===== src/rtl/segment_demodulator.sv =====
// Per-segment correlating demodulator: accumulates segment*reference products over
// one symbol and decides the bit from the sign of the correlation sum.
module segment_demodulator #(
    parameter int SAMPLES_PER_SYMBOL = 4,
    parameter int DATA_WIDTH         = 32,
    parameter int ACC_WIDTH          = 72
) (
    input  logic                         clk,
    input  logic                         reset,
    input  logic                         start,
    input  logic                         sample_en,
    input  logic signed [DATA_WIDTH-1:0] segment_in,
    input  logic signed [DATA_WIDTH-1:0] ref_in,
    output logic                         bit_out,
    output logic signed [ACC_WIDTH-1:0]  corr_out,
    output logic                         valid,
    output logic                         busy
);

    localparam int PW    = 2 * DATA_WIDTH;
    localparam int CNT_W = $clog2(SAMPLES_PER_SYMBOL + 1);
    localparam logic [CNT_W-1:0] LAST = CNT_W'(SAMPLES_PER_SYMBOL - 1);

    typedef enum logic [1:0] {IDLE, ACCUM, FLUSH, OUT} state_t;

    state_t                      state_q, state_d;
    logic signed [ACC_WIDTH-1:0] acc_q, acc_d;
    logic        [CNT_W-1:0]     cnt_q, cnt_d;
    logic signed [PW-1:0]        prod_q, prod_d;
    logic                        pend_q, pend_d;
    logic                        bit_q, bit_d;
    logic signed [ACC_WIDTH-1:0] corr_q, corr_d;
    logic signed [ACC_WIDTH-1:0] prod_ext, acc_sum;

    // Multiply and accumulate are split across a register stage; pend_q marks a
    // product that still has to be folded into the accumulator.
    assign prod_ext = {{(ACC_WIDTH-PW){prod_q[PW-1]}}, prod_q};
    assign acc_sum  = acc_q + prod_ext;

    always_comb begin
        state_d = state_q;
        acc_d   = acc_q;
        cnt_d   = cnt_q;
        prod_d  = prod_q;
        pend_d  = 1'b0;
        bit_d   = bit_q;
        corr_d  = corr_q;
        case (state_q)
            IDLE: begin
                if (start) begin
                    acc_d   = '0;
                    cnt_d   = '0;
                    prod_d  = '0;
                    state_d = ACCUM;
                end
            end
            ACCUM: begin
                if (pend_q) acc_d = acc_sum;
                if (sample_en) begin
                    prod_d = PW'(segment_in) * PW'(ref_in);
                    pend_d = 1'b1;
                    cnt_d  = cnt_q + CNT_W'(1);
                    if (cnt_q == LAST) state_d = FLUSH;
                end
            end
            FLUSH: begin
                if (pend_q) acc_d = acc_sum;
                corr_d  = acc_d;
                bit_d   = ~acc_d[ACC_WIDTH-1];
                state_d = OUT;
            end
            OUT: state_d = IDLE;
            default: state_d = IDLE;
        endcase
    end

    always_ff @(posedge clk or posedge reset) begin
        if (reset) begin
            state_q <= IDLE;
            acc_q   <= '0;
            cnt_q   <= '0;
            prod_q  <= '0;
            pend_q  <= 1'b0;
            bit_q   <= 1'b0;
            corr_q  <= '0;
        end else begin
            state_q <= state_d;
            acc_q   <= acc_d;
            cnt_q   <= cnt_d;
            prod_q  <= prod_d;
            pend_q  <= pend_d;
            bit_q   <= bit_d;
            corr_q  <= corr_d;
        end
    end

    assign valid    = (state_q == OUT);
    assign busy     = (state_q != IDLE);
    assign bit_out  = bit_q;
    assign corr_out = corr_q;

endmodule


===== config.mk =====
export PLATFORM = sky130hd
export DESIGN_NAME = segment_demodulator
export DESIGN_NICKNAME = d
export VERILOG_FILES = /design/src/rtl/segment_demodulator.sv
export SDC_FILE = /design/constraint.sdc
export NUM_CORES = 2
export LEC_CHECK = 0
export BUFFER_PORTS_ARGS = -buffer_cell sky130_fd_sc_hd__buf_2
export CORE_AREA = 2 2 362 275
export CTS_CLUSTER_SIZE = 12
export DETAILED_ROUTE_END_ITERATION = 6
export DIE_AREA = 0 0 364 277
export GPL_TIMING_DRIVEN = 0
export PLACE_DENSITY = 0.7
export SLEW_MARGIN = 30
export SYNTH_ARGS = -nofsm -noshare
export SYNTH_HDL_FRONTEND = slang
export SYNTH_SLANG_ARGS = --single-unit

===== constraint.sdc =====
create_clock -name clk -period 6.75 [get_ports clk]
set_input_delay 0.3375 -clock clk [delete_from_list [all_inputs] [get_ports clk]]
set_output_delay 0.3375 -clock clk [all_outputs]
set_load 0.05 [all_outputs]

==> flow_results.org <==
** Timing
- Setup repair after global routing could not meet its margin everywhere.
- Ratio of final minimum period to clock period :: 114.2%
- Worst setup skew after layout :: 14.73 ps
- The smallest clock period supported by the final layout is computed as 7705 ps.
- Worst-margin pin slew :: 926.5 ps
- Final Worst Setup Slack :: -955.3 ps
- The max-slew violation count came to 0.
- Endpoints failing setup :: 22
- The final hold violation count was 0.
- For this run, the top clock speed supported by timing is 0.1298 GHz.
- Worst rel slew slack :: 38.23%
- Worst hold slack :: 213.5 ps

** Die
- Once the floorplan was initialized, standard cells occupied 49.38% of the core.
- In this run the standard cell core region covers 97,720 sq um.
- DIE WIDTH :: 364 microns
- Area of the die :: 100,800 sq um
- Measured along the y axis, the die boundary spans 277 microns.
- 143 I/O pins were placed.
- Placement Rows :: 100

** Place
- Total cell area at the placement stage :: 50,920 sq um
- Count of input and output buffers :: 142
- Counting tap cells, the placed design contains a total of 6,605 instances.
- Routability-driven placement finished with a final weighted congestion of 1.015.
- DP Wirelength :: 132.7 mm

** Setup path
- Crit-path most repeated cell :: sky130_fd_sc_hd__fa_2
- Category of cells accounting for the largest share of critical-path delay :: adder cells
- R2r worst-path depth :: 13
- Maximum fanout along the worst path :: 5
- CP Buf/Inv Count :: 7
- The critical path runs through a total of 27 cells.
- Worst Setup Start Kind :: primary input
- By startpoint and endpoint, the worst setup path is classified as primary input to flip-flop.
- The worst setup path is captured at a flip-flop.
- Delay of the slowest cell on the worst path :: 670 ps
- Arrival time at the worst endpoint :: 8090 ps
- Among all stages on the critical path, the largest delay is contributed by sky130_fd_sc_hd__fa_2.
- At the worst endpoint, the required time is 7140 ps.

** Yosys
- sky130_fd_sc_hd__fa_1 takes more of the synthesized area than any other cell.
- Top area cells in the synthesized netlist :: sky130_fd_sc_hd__fa_1 45%, sky130_fd_sc_hd__dfrtp_1 11%, sky130_fd_sc_hd__inv_1 7.6%, sky130_fd_sc_hd__ha_1 6.8%, sky130_fd_sc_hd__and2_1 6.8%
- Number of warnings issued by yosys :: 0
- Synthesis produced 5,135 cells.
- Mean cell area of the mapped netlist :: 9.396 sq um
- Number of enable flip-flop cells after synthesis :: 0
- Counting flops with an async set or reset pin after synthesis yields a share of 100.0%.
- Post-synthesis register bit count :: 215
- Summing the sequential cell areas from Yosys gives 11.15% of the chip area.
- Area share of the largest cell type after synthesis :: 44.94%
- Most common flop cell mapped by yosys :: sky130_fd_sc_hd__dfrtp_1
- Most common library cells after synthesis :: 1,083 x sky130_fd_sc_hd__fa_1, 972 x sky130_fd_sc_hd__inv_1, 643 x sky130_fd_sc_hd__nand2_1
- Count of distinct cell types in the synthesized netlist :: 62
- Most frequently used cell type in the post-synthesis netlist :: sky130_fd_sc_hd__fa_1
- Area of the mapped netlist :: 48,250 sq um
- Counting every net in the synthesized netlist gives 6,548.

** Final layout
- Total Nets Final :: 6,822
- Once layout is complete, the utilization of the core stands at 56.48%.
- Compared with the post-synthesis result, the final layout area differs by 14.39%.
- Final standard cell count with taps included and fillers excluded :: 6,744
- Share of layout cells above drive strength 1 :: 12.86%
- The finished cells cover 55,190 sq um.

** Global route
- In the global route stage, overall resource usage came out at 32.36%.
- The first global-routing pass estimated 243.4 mm of wire.
- The number of antenna violations at the first check in global routing came to 22.
- The via count of the first global-routing pass came to 39,520.
- Entering global routing, the biggest net connects 89 pins.
- After global routing the overflow that remains totals 0.

** Clocking
- Clock tree from TritonCTS :: built
- Clock latency on the worst-skew pair, taken at its later pin, is 530 ps.
- Number of buffers created by CTS :: 22
- H-tree Lvls :: 1
- Clock slew at reported path FFs :: 60 ps
- Total clock sinks :: 215
- In this run the deepest clock path goes through 3 buffers.
- The tree is rooted in a sky130_fd_sc_hd__clkbuf_16.

** Detailed routing
- In this run the remaining antenna-violating nets after routing total 0.
- Dividing the detail-routed wire length by the instance count gives 23.76 microns.
- For this run, design rule violations remaining after detail routing come to 0.
- DRT Pass-1 Iters :: 5
- Via count :: 37,810
- Final WL :: 160.3 mm
- Number of vias per cell after detailed routing :: 5.606
- Violation count after the first detailed-route iteration :: 3,299

** Flow run
- Count of max-cap constraint violations :: 0

** Outcome
- The checks that failed: setup timing.
- The run finished, with violations left.

** Worst hold path
- HP Class :: primary input to flip-flop
- Worst Hold Depth :: 2
==> metrics by stage <==
step	worst slack (ps)	TNS, ps
final	-955.3	-9724
after global placement	-2633	-486340
after detailed placement	-2770	-69770
after global routing	-1101	-13940
after CTS	-947.5	-7867
after floorplan	-1074	-8971
==> worst paths after layout <==
check / from / to / slack [ps]
max: segment_in[31] / prod_q[62] / -960
min: ref_in[0] / prod_q[0] / 210
max reg2reg: prod_q[2] / corr_out[67] / 2410
min reg2reg: cnt_q[2] / cnt_q[2] / 480
max in group asynchronous: reset / prod_q[61] / 5530
min in group asynchronous: reset / corr_out[12] / 390
==> state kept, by name, summed over array words and instances (netlist names) <==
| register | cells |
|---|---|
| pend_q | 1 |
| cnt_q | 3 |
| corr_out | 72 |
| acc_q | 72 |
| bit_out | 1 |
| state_q | 2 |
| prod_q | 64 |
==> cells by family (layout without fill, tap and decap cells) <==
group,Yosys count,in the layout,share of synthesized area (%)
fa+ha+maj,1345,1345,51.73
simple gates,1467,1467,14.86
xor+xnor,143,143,2.596
compound gates,644,644,8.545
buf+inv,1257,1536,9.779
flops,215,215,11.15
other cells,0,4,0
mux,64,64,1.336
==> cells in the final DEF (no fill, tap or decap), types with 48 or more instances in the layout <==
master / count
sky130_fd_sc_hd__dfrtp_1: 215
sky130_fd_sc_hd__mux2i_1: 61
sky130_fd_sc_hd__nand2_1: 635
sky130_fd_sc_hd__a22o_1: 69
sky130_fd_sc_hd__nor2_1: 147
sky130_fd_sc_hd__a21oi_1: 182
sky130_fd_sc_hd__clkbuf_1: 84
sky130_fd_sc_hd__a21o_1: 74
sky130_fd_sc_hd__xnor2_1: 74
sky130_fd_sc_hd__buf_4: 121
sky130_fd_sc_hd__clkbuf_16: 65
sky130_fd_sc_hd__fa_2: 64
sky130_fd_sc_hd__fa_1: 1019
sky130_fd_sc_hd__xor2_1: 62
sky130_fd_sc_hd__ha_1: 232
sky130_fd_sc_hd__and2_1: 511
sky130_fd_sc_hd__inv_1: 953
sky130_fd_sc_hd__clkbuf_8: 48
sky130_fd_sc_hd__o21ai_0: 110
sky130_fd_sc_hd__buf_2: 117
==> metal layers <==
| layer | wire [microns] | GRT usage [%] | up-vias |
|---|---|---|---|
| li1 | - | - | 16160 |
| met1 | 67550 | 47.58 | 19450 |
| met2 | 68560 | 46.98 | 1826 |
| met3 | 17750 | 8.015 | 357 |
| met4 | 6313 | 10.18 | 14 |
| met5 | 99 | 0 | - |
==> timing repair <==
item / 4_1_cts / 5_1_grt
setup endpoints to repair: 44 / 33
gates resized for setup: 616 / 146
endpoints found under the hold margin: 63 / 0
pin swaps: 113 / 69
buffers inserted: 77 / 39
hold buffers: 1 / 0
==> final cells by class <==
cell class / count / area (sq um)
inverter: 972 / 3667
antenna: 4 / 10.01
fill: 8640 / 42530
sequential: 215 / 5380
buffer: 274 / 2726
clock inverter: 2 / 12.51
clock buffer: 27 / 600.6
multi-input combinational: 3663 / 39210
tap: 1326 / 1659
timing repair buffer: 261 / 1924
Power is not shown: default switching activity piles up to over one toggle a cycle in this logic, so the estimate is an artifact.
